[src/rtl/mux_scan_capture_pkg.sv]
// mux_scan_pkg: shared state type and sizing for the 16:1 mux scan capture block
package mux_scan_pkg;

    typedef enum logic [1:0] {
        IDLE,
        SETTLE,
        SAMPLE,
        OUT
    } state_t;

    localparam int NUM_CH = 16;
    localparam int SEL_W  = 4;
    localparam int CNT_W  = 4;

endpackage

[src/rtl/mux_scan_capture_if.sv]
// mux_scan_capture_if: scan request, mux select/data and result handshake (SCAN_PARITY_EN adds parity_o)
interface mux_scan_capture_if;
    import mux_scan_pkg::*;

    logic              start_i;
    logic [SEL_W-1:0]  sel_o;
    logic              mux_y_i;
    logic              busy_o;
    logic [NUM_CH-1:0] data_o;
    logic              valid_o;
    logic              ready_i;
`ifdef SCAN_PARITY_EN
    logic              parity_o;

    modport master (input start_i, mux_y_i, ready_i, output sel_o, busy_o, data_o, valid_o, parity_o);
    modport slave  (output start_i, mux_y_i, ready_i, input sel_o, busy_o, data_o, valid_o, parity_o);
`else
    modport master (input start_i, mux_y_i, ready_i, output sel_o, busy_o, data_o, valid_o);
    modport slave  (output start_i, mux_y_i, ready_i, input sel_o, busy_o, data_o, valid_o);
`endif

endinterface

[src/rtl/mux_scan_settle_timer.sv]
// mux_scan_settle_timer: counts the settle cycles between a select change and the sample
module mux_scan_settle_timer
    import mux_scan_pkg::*;
#(
    parameter int SETTLE_CYCLES = 1
) (
    input  logic clk,
    input  logic rst_n,
    input  logic load,
    input  logic count,
    output logic done
);

    localparam logic [CNT_W-1:0] LOAD_VAL = CNT_W'(SETTLE_CYCLES);

    logic [CNT_W-1:0] cnt;

    // reload on every select change, then count down while settling
    always_ff @(posedge clk or negedge rst_n) begin
        if (!rst_n)
            cnt <= '0;
        else
            cnt <= load ? LOAD_VAL : (count && cnt != '0) ? cnt - CNT_W'(1) : cnt;
    end

    // the last settle cycle is the one seen with one count remaining
    assign done = cnt <= CNT_W'(1);

endmodule

[src/rtl/mux_scan_capture.sv]
// mux_scan_capture: steps a 16:1 mux select, samples y per channel and hands out the word (SCAN_PARITY_EN adds parity_o)
module mux_scan_capture
    import mux_scan_pkg::*;
#(
    parameter int SETTLE_CYCLES = 1
) (
    input logic                clk,
    input logic                rst_n,
    mux_scan_capture_if.master bus
);

    localparam state_t ENTRY = (SETTLE_CYCLES == 0) ? SAMPLE : SETTLE;

    state_t            state, state_nxt;
    logic [SEL_W-1:0]  sel, sel_nxt;
    logic [NUM_CH-1:0] shadow, shadow_nxt, data;
    logic              load, count, done, capture;
`ifdef SCAN_PARITY_EN
    logic              parity;
`endif

    mux_scan_settle_timer #(.SETTLE_CYCLES(SETTLE_CYCLES)) u_timer (
        .clk   (clk),
        .rst_n (rst_n),
        .load  (load),
        .count (count),
        .done  (done)
    );

    // next state, select and shadow word; the last bit goes straight into the output word
    always_comb begin
        state_nxt  = state;
        sel_nxt    = sel;
        shadow_nxt = shadow;
        load       = 1'b0;
        count      = 1'b0;
        capture    = 1'b0;
        case (state)
            IDLE: if (bus.start_i) begin
                state_nxt = ENTRY;
                sel_nxt   = '0;
                load      = 1'b1;
            end
            SETTLE: begin
                count     = 1'b1;
                state_nxt = done ? SAMPLE : SETTLE;
            end
            SAMPLE: begin
                shadow_nxt[sel] = bus.mux_y_i;
                if (sel == SEL_W'(NUM_CH - 1)) begin
                    state_nxt = OUT;
                    capture   = 1'b1;
                end else begin
                    state_nxt = ENTRY;
                    sel_nxt   = sel + SEL_W'(1);
                    load      = 1'b1;
                end
            end
            OUT: if (bus.ready_i) begin
                state_nxt = bus.start_i ? ENTRY : IDLE;
                sel_nxt   = '0;
                load      = bus.start_i;
            end
        endcase
    end

    // state and datapath registers; reset drops any partial or pending word
    always_ff @(posedge clk or negedge rst_n) begin
        if (!rst_n) begin
            state  <= IDLE;
            sel    <= '0;
            shadow <= '0;
            data   <= '0;
`ifdef SCAN_PARITY_EN
            parity <= 1'b0;
`endif
        end else begin
            state  <= state_nxt;
            sel    <= sel_nxt;
            shadow <= shadow_nxt;
            if (capture) begin
                data   <= shadow_nxt;
`ifdef SCAN_PARITY_EN
                parity <= ^shadow_nxt;
`endif
            end
        end
    end

    assign bus.sel_o   = sel;
    assign bus.data_o  = data;
    assign bus.valid_o = state == OUT;
    assign bus.busy_o  = state != IDLE;
`ifdef SCAN_PARITY_EN
    assign bus.parity_o = parity;
`endif

endmodule

[src/flat_wrapper.sv]
// flat-port wrapper written by rule: the top's interface ports become plain ports
module mux_scan_capture_flat import mux_scan_pkg::*;
#(
    parameter int SETTLE_CYCLES = 1
)
  (clk, rst_n, bus_start_i, bus_mux_y_i, bus_ready_i, bus_sel_o, bus_busy_o, bus_data_o, bus_valid_o);
  mux_scan_capture_if bus_i ();
  input logic clk;
  input logic rst_n;
  input wire logic [$bits(bus_i.start_i)-1:0] bus_start_i;
  input wire logic [$bits(bus_i.mux_y_i)-1:0] bus_mux_y_i;
  input wire logic [$bits(bus_i.ready_i)-1:0] bus_ready_i;
  output wire logic [$bits(bus_i.sel_o)-1:0] bus_sel_o;
  output wire logic [$bits(bus_i.busy_o)-1:0] bus_busy_o;
  output wire logic [$bits(bus_i.data_o)-1:0] bus_data_o;
  output wire logic [$bits(bus_i.valid_o)-1:0] bus_valid_o;
  assign bus_i.start_i = bus_start_i;
  assign bus_i.mux_y_i = bus_mux_y_i;
  assign bus_i.ready_i = bus_ready_i;
  assign bus_sel_o = bus_i.sel_o;
  assign bus_busy_o = bus_i.busy_o;
  assign bus_data_o = bus_i.data_o;
  assign bus_valid_o = bus_i.valid_o;
  mux_scan_capture #(.SETTLE_CYCLES(SETTLE_CYCLES)) u_core (.clk(clk), .rst_n(rst_n), .bus(bus_i));
endmodule
[config.mk]
export PLATFORM = sky130hd
export DESIGN_NAME = mux_scan_capture_flat
export DESIGN_NICKNAME = d
export VERILOG_FILES = /design/src/rtl/mux_scan_capture_pkg.sv /design/src/rtl/mux_scan_capture_if.sv /design/src/rtl/mux_scan_settle_timer.sv /design/src/rtl/mux_scan_capture.sv /design/src/flat_wrapper.sv
export SDC_FILE = /design/constraint.sdc
export NUM_CORES = 1
export LEC_CHECK = 0
export ABC_AREA = 1
export BUFFER_PORTS_ARGS = -buffer_cell sky130_fd_sc_hd__buf_4
export CAP_MARGIN = 15
export CORE_MARGIN = 10
export CORE_UTILIZATION = 56
export CTS_CLUSTER_DIAMETER = 40
export CTS_CLUSTER_SIZE = 30
export DETAILED_ROUTE_END_ITERATION = 8
export MAX_ROUTING_LAYER = met4
export PLACE_DENSITY = 0.82
export SYNTH_ARGS = -nofsm -noshare
export SYNTH_HDL_FRONTEND = slang
export SYNTH_SLANG_ARGS = --single-unit
[constraint.sdc]
create_clock -name clk -period 3.25 [get_ports clk]
set_input_delay 0 -clock clk [delete_from_list [all_inputs] [get_ports clk]]
set_output_delay 0 -clock clk [all_outputs]
set_load 0.03 [all_outputs]
==> reports/qor.csv <==
stage,metric,value,unit
worst_hold_path,hold crit path type,input port to flop,
synth,Post-Syn Area per Cell,8.130,µm²
placed_design,IO Port Bufs,26,
worst_setup_path,Worst path max stage delay,0.48,ns
route,initial drt markers,133,
global_route,grt ovf,0,
worst_setup_path,CP Capture Type,flop,
route,final wirelength,4.292,mm
synth,leading area contributor after synthesis,dfrtp_1,
floorplan,die extent in y,81.56,µm
worst_setup_path,WP data required,3.46,ns
timing,max-slew violation count,0,
worst_setup_path,Worst Path Arrival,1.86,ns
synth,dominant synthesized flop cell,dfrtp_1,
worst_setup_path,CP Launch Type,flop,
synth,"Seq/Total Area, Yosys",48.35,%
placed_design,post-DP HPWL,3.082,mm
worst_setup_path,crit path to,u_core.bus.sel_o[2],
synth,post-synth top area share,48.35,%
worst_setup_path,reg-to-reg startpoint,u_core.bus.sel_o[0],
floorplan,Die W,81.56,µm
timing,Hold Fails Final Rpt,0,
timing,worst-margin pin slew,0.4983,ns
global_route,largest net degree at the start of global routing,42,
synth,synth warn,0,
synth,"Async S/R FF share, synth",100.0,%
synth,Synth Register Bits,41,
clock_network,H-Tree Level Count,2,
pwr,Comb power frac,34.6,%
floorplan,initial core utilization,57.96,%
timing,crit share post-route,50.79,%
clock_network,clk_lat worst skew,0.29,ns
worst_setup_path,R2R Setup Slk,1.60,ns
timing,setup_tns,0,ns
finish,NumNets Final,304,
pwr,Psw,587.9,µW
status,run status,completed,
clock_network,Clock Tree Root,clkbuf_8,
synth,Mapped Area,0.002122,mm²
clock_network,Clock Tree Buf Depth,2,
route,vias post-DR,1702,
job,Max Cap Viol,0,
timing,Final Worst Setup Slack,1.599,ns
floorplan,FP Rows,22,
synth,syn nets,273,
worst_setup_path,Crit Path Max Fanout,17,
clock_network,post-CTS sizing,0,
pwr,clock network power share,21.8,%
worst_setup_path,critical path class,flop to flop,
floorplan,die area,0.006651,mm²
finish,share of cells above drive strength 1,15.07,%
pwr,Pint,951.5,µW
worst_setup_path,"CP delay by family, top",simple AND/OR/NAND/NOR gates,
route,drt pass-1 iters,4,
finish,Final Util,66.88,%
pwr,Leakage,0.001308,µW
timing,slew margin rel.,66.66,%
clock_network,clock-pin slew on the worst setup and hold paths,0.07,ns
synth,synth top area cells,"dfrtp_1 48%, nand2_1 14%, nand3_1 7.8%",
placed_design,Place WS,1.614,ns
timing,clock skew,0.003311,ns
pwr,Worst VDD drop,0.5279,mV
timing,RSZ-0062 raised after global routing,false,
route,final antenna-violating net count,0,
worst_hold_path,Hold Crit Start,bus_ready_i,
pwr,Seq pwr share,43.6,%
finish,fin area,0.002449,mm²
global_route,initial antenna violation count,0,
global_route,vias in the first global route,1684,
synth,cells after synthesis,261,
global_route,first-pass GRT wire length,7.417,mm
finish,register area,0.001026,mm²
clock_network,CTS Sinks,41,
floorplan,I/O Pins,27,
timing,Setup-failing EPs final,0,
finish,fillers,325,
pwr,switching share of power,38.19,%
pwr,Power Dens Cells,628.7,mW/mm²
synth,Post-synth EDFFs,0,
pwr,Power Total,1539,µW
route,DRC,0,
worst_setup_path,critical path's slowest cell,dfrtp_1,
route,drt via density,5.006,
placed_design,Post-DP Area,0.002342,mm²
clock_network,CTS tree,built,
worst_setup_path,worst path bufs/invs,0,
clock_network,number of CTS-inserted buffers,5,
timing,minimum clock period,1.651,ns
worst_setup_path,R2R Path End,u_core.bus.sel_o[2],
synth,number of distinct library cells after synthesis,23,
placed_design,final RePlAce weighted congestion,0.8365,
worst_setup_path,Worst path depth,5,
route,Wirelength per Cell,12.62,µm
finish,footprint of the multi-input gates,933.4,µm²
timing,Peak Freq,605.8,MHz
worst_setup_path,cell breakdown of the critical path,ha_1 > nand3_4 > nor2_4 > nor2_1 > o21ai_0,
global_route,gr usage total,14.63,%
finish,area delta synth->final,15.39,%
floorplan,Core ar.,0.003661,mm²
worst_setup_path,Reg2Reg Depth,5,
worst_setup_path,critical path startpoint,u_core.bus.sel_o[0],
finish,number of diodes,0,
## stage by stage
step	hold slack, ns	std cells
after floorplan	-0.2956	261
final	0.06550	340
after global routing	0.07910	340
after global placement	0.01459	331
after detailed placement	0.008986	331
after CTS	0.05373	340
## cells by family (layout without fill, tap and decap cells)
logic type               count (synthesis)  count (layout)  share of synthesized area, %
AO/OA/AOI/OAI                           20              20                         5.896
adder cells (fa/ha/maj)                  7               7                         4.127
buffers and inverters                   38              69                         7.665
flip-flops                              41              41                         48.35
AND/OR/NAND/NOR                        155             155                         33.96
## worst reg2reg max path, cell delays in order, from the launching register on
cell     delay (ns)
dfrtp_1        0.48
ha_1           0.29
nand3_4        0.11
nor2_4         0.36
nor2_1         0.12
o21ai_0        0.20
## cells in the final DEF, fill, tap and decap left out, drive strengths merged, types with 3 or more instances in the layout
cell	instances
nand2	82
dfrtp	41
nand3	36
inv	34
buf	26
nor2	23
and2	11
o21ai	9
o21bai	8
ha	7
clkbuf	7
nand4	3
## layout make-up
type	count	share of cell area [%]
Clock buffer	7	3.526
Inverter	34	5.212
Multi-Input combinational cell	182	38.12
Sequential cell	41	41.90
Tap cell	48	2.453
Timing Repair Buffer	28	8.789
## what timing repair did
item	CTS	global route
endpoints found under the hold margin	42	0
setup buffers	0	0
hold buffers	2	0
## registers in the layout, summed over array words and instances, names as in the netlist
name / cells
u_core.bus.data_o: 16
u_core.shadow: 15
u_core.bus.sel_o: 4
u_core.u_timer.cnt: 4
u_core.state: 2
## layer usage
metal,vias up,global-route usage (%),wire length (µm),share of wire (%)
li1,883,-,-,-
met1,779,17.37,1948,45
met2,33,22.83,2040,48
met3,7,3.821,218,5.1
met4,0,6.574,84,2.0
met5,-,-,0,0
## Yosys cell counts, types with 2 or more instances
library cell	number
and2_1	8
and2_2	3
buf_6	2
dfrtp_1	41
ha_1	7
inv_1	33
nand2_1	80
nand3_1	33
nand3_2	2
nand4_1	3
nor2_1	20
nor2_4	3
o211ai_1	2
o21ai_0	8
o21bai_1	8
## how the worst min path moves through the flow
stage,cells past startpoint,slack (ns),end
2_1_floorplan,0,-0.30,u_core.bus.data_o[0]
3_3_place_gp,1,0.01,u_core.bus.data_o[8]
3_5_place_dp,1,0.009,u_core.bus.data_o[9]
4_1_cts,4,0.05,u_core.state[0]
5_1_grt,4,0.08,u_core.state[0]
6_report,4,0.07,u_core.state[0]
## power by group through the flow
stage                     registers [µW]  clock network (µW)  logic [µW]
after CTS                            670                 343         539
after floorplan                      701                   0         362
after detailed placement             679                   0         534
after global routing                 683                 363         616
after global placement               674                   0         518
final                                672                 335         533
Power figures use the tool's default switching activity.
